==> config.mk <==
export PLATFORM = sky130hd
export DESIGN_NAME = axis_bram_adapter_v1_0_reader
export DESIGN_NICKNAME = d
export VERILOG_FILES = /design/src/rtl/axis_bram_adapter_v1_0_reader.sv
export SDC_FILE = /design/constraint.sdc
export NUM_CORES = 1
export LEC_CHECK = 0
export CORE_MARGIN = 4
export CORE_UTILIZATION = 47
export DETAILED_ROUTE_END_ITERATION = 7
export HOLD_SLACK_MARGIN = 0.03
export PLACE_DENSITY_LB_ADDON = 0.25
export SLEW_MARGIN = 20
export SYNTH_ARGS = -nofsm -noshare
export SYNTH_HDL_FRONTEND = slang
export SYNTH_SLANG_ARGS = --single-unit
==> constraint.sdc <==
create_clock -name clk -period 2.79 [get_ports clk]
set_clock_uncertainty 0.05 [all_clocks]
set_input_delay 0.279 -clock clk [delete_from_list [all_inputs] [get_ports clk]]
set_output_delay 0.279 -clock clk [all_outputs]
set_load 0.01 [all_outputs]
==> src/rtl/axis_bram_adapter_v1_0_reader.sv <==
// BRAM-to-AXI-Stream read engine: streams the inclusive address range [index_cntl .. size_cntl]
// and absorbs the one-cycle BRAM read latency and downstream backpressure in a 2-entry FIFO.
module axis_bram_adapter_v1_0_reader #(
  parameter int ADDR_W = 9,
  parameter int DATA_W = 32
) (
  input  logic              clk,
  input  logic              rstn,
  input  logic              start,
  input  logic [ADDR_W-1:0] index_cntl,
  input  logic [ADDR_W-1:0] size_cntl,
  output logic              busy,
  output logic              done,
  output logic              bram_en,
  output logic              bram_wen,
  output logic [ADDR_W-1:0] bram_index,
  input  logic [DATA_W-1:0] bram_dout,
  output logic              m_axis_tvalid,
  input  logic              m_axis_tready,
  output logic [DATA_W-1:0] m_axis_tdata,
  output logic              m_axis_tlast
);

  typedef enum logic [1:0] {
    S_IDLE  = 2'd0,
    S_RUN   = 2'd1,
    S_DRAIN = 2'd2
  } state_t;

  localparam logic [ADDR_W:0] REM_ONE = (ADDR_W+1)'(1);

  state_t            state_reg;
  state_t            state_next;
  logic [ADDR_W-1:0] addr_reg;
  logic [ADDR_W:0]   remaining_reg;
  logic              inflight_reg;
  logic              inflight_last_reg;

  logic [DATA_W-1:0] fifo_data_reg [2];
  logic              fifo_last_reg [2];
  logic              wr_ptr_reg;
  logic              rd_ptr_reg;
  logic [1:0]        fifo_count_reg;

  logic              accept;
  logic              issue;
  logic              push;
  logic              pop;
  logic              fifo_empty;
  logic              last_issue;
  logic [1:0]        credit;
  logic [ADDR_W:0]   word_count;

  assign fifo_empty = (fifo_count_reg == 2'd0);
  assign push       = inflight_reg;
  assign pop        = !fifo_empty && m_axis_tready;
  assign accept     = (state_reg == S_IDLE) && start;
  assign last_issue = (remaining_reg == REM_ONE);
  assign word_count = {1'b0, size_cntl - index_cntl} + REM_ONE;

  // Words in flight plus words buffered after this cycle's pop; a new read
  // is only issued while that total leaves a free FIFO slot for it.
  assign credit = {1'b0, inflight_reg} + fifo_count_reg - {1'b0, pop};
  assign issue  = (state_reg == S_RUN) && (remaining_reg != '0) && (credit < 2'd2);

  always_ff @(posedge clk or negedge rstn) begin
    if (!rstn) begin
      state_reg <= S_IDLE;
    end else begin
      state_reg <= state_next;
    end
  end

  always_comb begin
    state_next = state_reg;
    case (state_reg)
      S_IDLE: begin
        if (start) state_next = S_RUN;
      end
      S_RUN: begin
        if (issue && last_issue) state_next = S_DRAIN;
      end
      S_DRAIN: begin
        if (fifo_empty && !inflight_reg) state_next = S_IDLE;
      end
      default: state_next = S_IDLE;
    endcase
  end

  always_comb begin
    busy    = (state_reg != S_IDLE);
    done    = (state_reg == S_DRAIN) && fifo_empty && !inflight_reg;
    bram_en = issue;
  end

  always_ff @(posedge clk or negedge rstn) begin
    if (!rstn) begin
      addr_reg          <= '0;
      remaining_reg     <= '0;
      inflight_reg      <= 1'b0;
      inflight_last_reg <= 1'b0;
    end else begin
      if (accept) begin
        addr_reg      <= index_cntl;
        remaining_reg <= word_count;
      end else if (issue) begin
        addr_reg      <= addr_reg + ADDR_W'(1);
        remaining_reg <= remaining_reg - REM_ONE;
      end
      inflight_reg      <= issue;
      inflight_last_reg <= issue && last_issue;
    end
  end

  always_ff @(posedge clk or negedge rstn) begin
    if (!rstn) begin
      for (int i = 0; i < 2; i++) begin
        fifo_data_reg[i] <= '0;
        fifo_last_reg[i] <= 1'b0;
      end
      wr_ptr_reg     <= 1'b0;
      rd_ptr_reg     <= 1'b0;
      fifo_count_reg <= 2'd0;
    end else begin
      if (push) begin
        fifo_data_reg[wr_ptr_reg] <= bram_dout;
        fifo_last_reg[wr_ptr_reg] <= inflight_last_reg;
        wr_ptr_reg                <= ~wr_ptr_reg;
      end
      if (pop) begin
        rd_ptr_reg <= ~rd_ptr_reg;
      end
      fifo_count_reg <= fifo_count_reg + {1'b0, push} - {1'b0, pop};
    end
  end

  // Data and last are zeroed while the FIFO is empty so stale entries never leak out.
  assign m_axis_tvalid = !fifo_empty;
  assign m_axis_tdata  = fifo_empty ? '0 : fifo_data_reg[rd_ptr_reg];
  assign m_axis_tlast  = !fifo_empty && fifo_last_reg[rd_ptr_reg];
  assign bram_index    = addr_reg;
  assign bram_wen      = 1'b0;

endmodule

Word level (Yosys, flattened, before mapping):

Index checks and enable logic that the tools add are counted.

* output and inout bits: 47
* flip-flop bits (word level): 93
* bits in latches: 0
* memory bits (read-only): 0
* memory bits (writable): 0
* memories: 0
* bits of input ports: 54
* logic and storage cells: 71

* mux-type cells: 21
* reductions and logical operators: 18
* shift operators: 0
* eq/ne operators: 6
* divide/modulo/power cells: 0
* bitwise gates (word level): 4
* multipliers: 0
* order comparisons: 4
* add/sub/neg operators: 6

Operators with widths (count)
* 32-bit 2-to-1 mux: 5
* 64-bit bitwise mux: 1
* 32-bit demux with 1-bit select: 1
* 10-bit 2-to-1 mux: 2
* 9-bit 2-to-1 mux: 2
* 9-bit by 1-bit adder with 10-bit output (second input constant): 1
* 10-bit by 1-bit equality test with 1-bit output (second input constant): 1
* 1-bit logical AND: 10
* 10-bit nonzero test: 1
* 10-bit by 1-bit subtractor with 10-bit output (second input constant): 1
* 9-bit by 1-bit adder with 9-bit output (second input constant): 1
* 9-bit subtractor: 1
* 2-bit 2-to-1 mux: 3
* 2-bit case mux with 3 select lines: 1
* 2-bit >= comparator (second input constant): 2
* 2-bit zero test: 2
* 1-bit 2-to-1 mux: 4
* 2-bit inequality test (second input constant): 2
* 1-bit NOT with 2-bit output: 2
* 2-bit nonzero test: 2
* 3-bit AND reduction: 1
* 2-bit by 1-bit adder with 2-bit output: 1
* 2-bit bitwise mux: 1
* 2-bit by 1-bit equality test with 1-bit output (second input constant): 1
* 8 further kinds: 10

Longest topological paths before layout:

* depth in word-level cells: 9
* mapped depth: 13
* depth with buffers taken out: 13

Worst setup path before layout:

Ideal clock, no wire load.

* path type: register to register
* from: register fifo_count_reg[1]
* to: register addr_reg[7] (netlist: bram_index[7])
* buffers on the path: 0
* arrival time: 2.588 ns
* clock period less this slack: 2.764 ns
* path slack: 0.026 ns
* stages on the path, launching flop included: 14
* data required time: 2.614 ns
* setup time: 0.126 ns
* cell sequence: dfrtp_1 > nor2_1 > inv_1 > and2_1 > ha_1 > inv_1 > ha_1 > xor3_1 > nor2_2 > nand2_2 > inv_2 > nor2_2 > a21o_1 > a221o_1

* word-level cells in the longest chain between the ends: 7
* elaborated cells on any way between the ends: 8
* those cells by class: add/sub: 2; order compare: 1; reduce/logical: 5

RTL lines
* start: declaration: RTL line 43 `logic [1:0] fifo_count_reg;`
* start signal: assignment: RTL line 133 `fifo_count_reg <= fifo_count_reg + {1'b0, push} - {1'b0, pop};`
* 2-bit zero test: RTL line 54 `assign fifo_empty = (fifo_count_reg == 2'd0);`
* 1-bit zero test
* named net m_axis_tvalid: RTL line 18 `output logic m_axis_tvalid,`
* 1-bit logical AND: RTL line 56 `assign pop = !fifo_empty && m_axis_tready;`
* named net pop: RTL line 48 `logic pop;`
* 2-bit by 1-bit subtractor with 2-bit output: RTL line 63 `assign credit = {1'b0, inflight_reg} + fifo_count_reg - {1'b0, pop};`
* named net credit[1]: RTL line 51 `logic [1:0] credit;`
* 2-bit less-than comparator: RTL line 64 `assign issue = (state_reg == S_RUN) && (remaining_reg != '0) && (credit < 2'd2);`
* 1-bit logical AND: RTL line 64
* named net bram_en: RTL line 14 `output logic bram_en,`
* 2-bit nonzero test (no source line)
* end signal: assignment: RTL line 104 `addr_reg <= index_cntl;`
* end signal: assignment: RTL line 107 `addr_reg <= addr_reg + ADDR_W'(1);`
* end: declaration: RTL line 34 `logic [ADDR_W-1:0] addr_reg;`

The timed path passes the listed nets, and every way through them passes these cells.
A chain may end at the register's enable or synchronous reset.

Worst setup path after layout:

* from: register fifo_count_reg[1]
* to: register remaining_reg[8]

* word-level cells in the longest chain between the ends: 7
* elaborated cells on any way between the ends: 8
* those cells by class: add/sub: 2; order compare: 1; reduce/logical: 5

RTL lines
* 2-bit zero test: RTL line 54
* 1-bit zero test: RTL line 56
* 1-bit logical AND: RTL line 56
* named net pop: RTL line 48
* 2-bit by 1-bit subtractor with 2-bit output: RTL line 63
* named net credit[1]: RTL line 51
* 2-bit less-than comparator: RTL line 64
* 1-bit logical AND: RTL line 64
* 2-bit nonzero test (no source line)
* end signal: assignment: RTL line 105 `remaining_reg <= word_count;`
* end signal: assignment: RTL line 108 `remaining_reg <= remaining_reg - REM_ONE;`
* end: declaration: RTL line 35 `logic [ADDR_W:0] remaining_reg;`

The timed path passes the listed nets, and every way through them passes these cells.

==> summary.md <==
| Metric | Value |
|---|---|
| Crit path DAT | 2910 ps |
| Vias in the first global route | 3797 |
| Diode count | 0 |
| Most frequent cells in the layout | 97 x clkdlybuf4s50_1, 92 x dfrtp_1, 68 x mux2_2 |
| Post-synthesis sequential area ratio | 47.3% |
| Crit path cell chain | nor2_2 > inv_2 > and2_4 > ha_4 > inv_2 > ha_4 > xor3_1 > buf_6 > a2111oi_4 > buf_4 > nand4b_1 > xnor2_1 > nand2_1 > o31ai_1 |
| Period utilization | 96.0% |
| Worst skew pair latency | 370 ps |
| Die H | 110 um |
| H-tree levels | 3 |
| Final std cells w/o fill | 678 |
| Number of port buffers | 99 |
| Max_slew headroom | 50.2% |
| Die X | 110 um |
| Ys Warns | 0 |
| Clock-pin slew on the worst setup and hold paths | 100 ps |
| Cell row count | 37 |
| Starting density of the core | 47.9% |
| FF+latch count, synth | 93 |
| Period minus WS final | 2680 ps |
| Startpoint Class | flip-flop |
| Via density | 5.31 |
| Mean Syn Cell Area | 11.5 um^2 |
| Mapped Cells | 427 |
| First-pass DRT Iterations | 4 |
| Worst flop-to-flop path endpoint | remaining_reg[8] |
| Total Power | 0.00769 W |
| Max FFs per register | 64 |
| Total Routed Length | 10900 um |
| Asr flop ratio synth | 100% |
| DRC Markers | 0 |
| Hold Fails Final Rpt | 0 |
| CTS Buffer Depth | 2 |
| Commonest non-fill, non-tap cell in the layout | clkdlybuf4s50_1 |
| Max VDD drop | 933 uV |
| Crit Path Max Fanout | 3 |
| CP Class | reg2reg |
| Crit-path slowest cell | dfrtp_1 |
| Core Util, Final | 62.2% |
| Top_reg_cell synth | dfrtp_1 |
| Setup-failing EPs final | 0 |
| Status | complete, no violations |
| Area after DPL | 6140 um^2 |
| Fmax | 373 MHz |
| Fin area | 6400 um^2 |
| Proportion of layout cells with a drive suffix above 1 | 22.9% |
| Synth unique cells | 54 |
| Worst Setup EP | remaining_reg[8] |
| Initial antenna violation count | 0 |
| CP endpoint kind | flip-flop |
| Routed Antenna Nets | 0 |
| Mapped Nets | 497 |
| CTS Buf Count | 9 |
| CTS tree | built |
| Iteration-0 DRC Markers | 146 |
| Max_cap viols | 0 |
| Max stage delay on crit path | 410 ps |
| Clock root buffer | clkbuf_8 |
| Largest net degree at the start of global routing | 56 |
| First-pass GRT wire length | 17800 um |
| RePlAce Congestion | 0.872 |
| Synthesized cell area | 4920 um^2 |
| Drt wl/cell | 16.1 um |
| P per Cell Area | 1200 nW/um^2 |
| P_leak | 2.82 nW |
| Worst setup path startpoint | fifo_count_reg[1] |
| Post-synth EDFFs | 0 |
| Post-layout nets | 608 |
| Count of pins over their slew limit | 0 |
| # clock sinks | 93 |
| R2R cell count | 14 |
| Synth-to-layout area growth | 29.9% |
| Worst path required time | 3020 ps |
| HPWL Detailed | 7600 um |
| Reg-to-reg setup timing slack | 110 ps |
| Sum Neg Setup Slack | 0 ps |
| I/O Pins | 101 |
| R2R Path Start | fifo_count_reg[1] |
| Core ar. | 10300 um^2 |
| Placed Cells | 659 |
| Worst-Margin Slew | 747 ps |
| All-Layer GR Usage | 18.9% |
| GRT Residual Overflow | 0 |
| Die area | 12200 um^2 |
| Vias | 3603 |
| HP Class | in2reg |
## layer usage
metal | share of wire [%] | wire length (um) | vias up | track usage [%]
li1 | - | - | 1724 | -
met1 | 45 | 4850 | 1762 | 24.0
met2 | 48 | 5280 | 102 | 31.8
met3 | 5.5 | 601 | 15 | 4.48
met4 | 1.6 | 170 | 0 | 6.51
met5 | 0 | 0 | - | 0
## cell usage after synthesis (all sizes together) (4+ instances only)
cell    number  area [um^2]
a21oi        5         25.0
mux2        68          766
inv         18         67.6
o21ai       13         68.8
dfrtp       93         2330
and3         7         48.8
xor2        13          114
a221o        4         40.0
xnor2        9         78.8
nand2       17         68.8
buf          8         41.3
nor2        49          189
mux2i       34          340
clkbuf      11         41.3
ha          15          188
nand2b       4         25.0
nand3        7         35.0
nor3         6         30.0
a21o         4         30.0
## stage by stage
step	hold WS [ps]	setup WS, ps
floorplan	-66.6	26.5
global placement	337	43.7
detailed placement	346	8.01
CTS	411	6.09
global route	416	-32.6
finish	427	112
## worst min-delay path by stage
stage	startpoint	endpoint	slack, ps	cells after the start
2_1_floorplan	rstn	bram_index[0]	-70	0
3_3_place_gp	rstn	fifo_data_reg[7]	340	1
5_1_grt	index_cntl[6]	bram_index[6]	420	3
6_report	index_cntl[6]	bram_index[6]	430	3
4_1_cts	index_cntl[6]	bram_index[6]	410	3
3_5_place_dp	rstn	fifo_data_reg[39]	350	1
## critical path: cells and delay by family (launching register included)
kind,cells,cell delay (ps)
AOI/OAI and AO/OA,2,440
buffers and inverters,4,420
adders and majority gates,2,400
and+or+nand+nor,4,490
xor gates and xnor gates,2,380
DFF,1,410
## logic make-up after synthesis
| group | count (synthesis) | synth area share, % |
|---|---|---|
| simple gates | 113 | 11.9 |
| mux | 102 | 22.5 |
| flops | 93 | 47.3 |
| compound gates | 41 | 6.15 |
| buf+inv | 37 | 3.05 |
| xor+xnor | 24 | 4.88 |
| fa+ha+maj | 16 | 4.22 |
| other cells | 1 | 0.0761 |
## area by class of cell
type                            count  area, um^2
Fill cell                         823        3880
Inverter                           18        67.6
Tap cell                          136         170
Timing Repair Buffer              119        1150
Clock inverter                      5        60.1
Multi-Input combinational cell    297        2490
Clock buffer                       10         128
Sequential cell                    93        2330
## repair_timing
item,4_1_cts,5_1_grt
setup endpoints to repair,1,9
hold endpoints to repair,53,0
pin swaps,1,4
resized for setup,2,9
hold buffers,1,0
setup buffers,0,3
## power breakdown
group          switching, W  leakage (nW)  internal (W)  total, W
logic               0.00196          1.62       0.00241   0.00437
clock network      0.000477        0.0927      0.000413  0.000890
registers          0.000423          1.11       0.00201   0.00243
(Power assumes the default switching activity.)
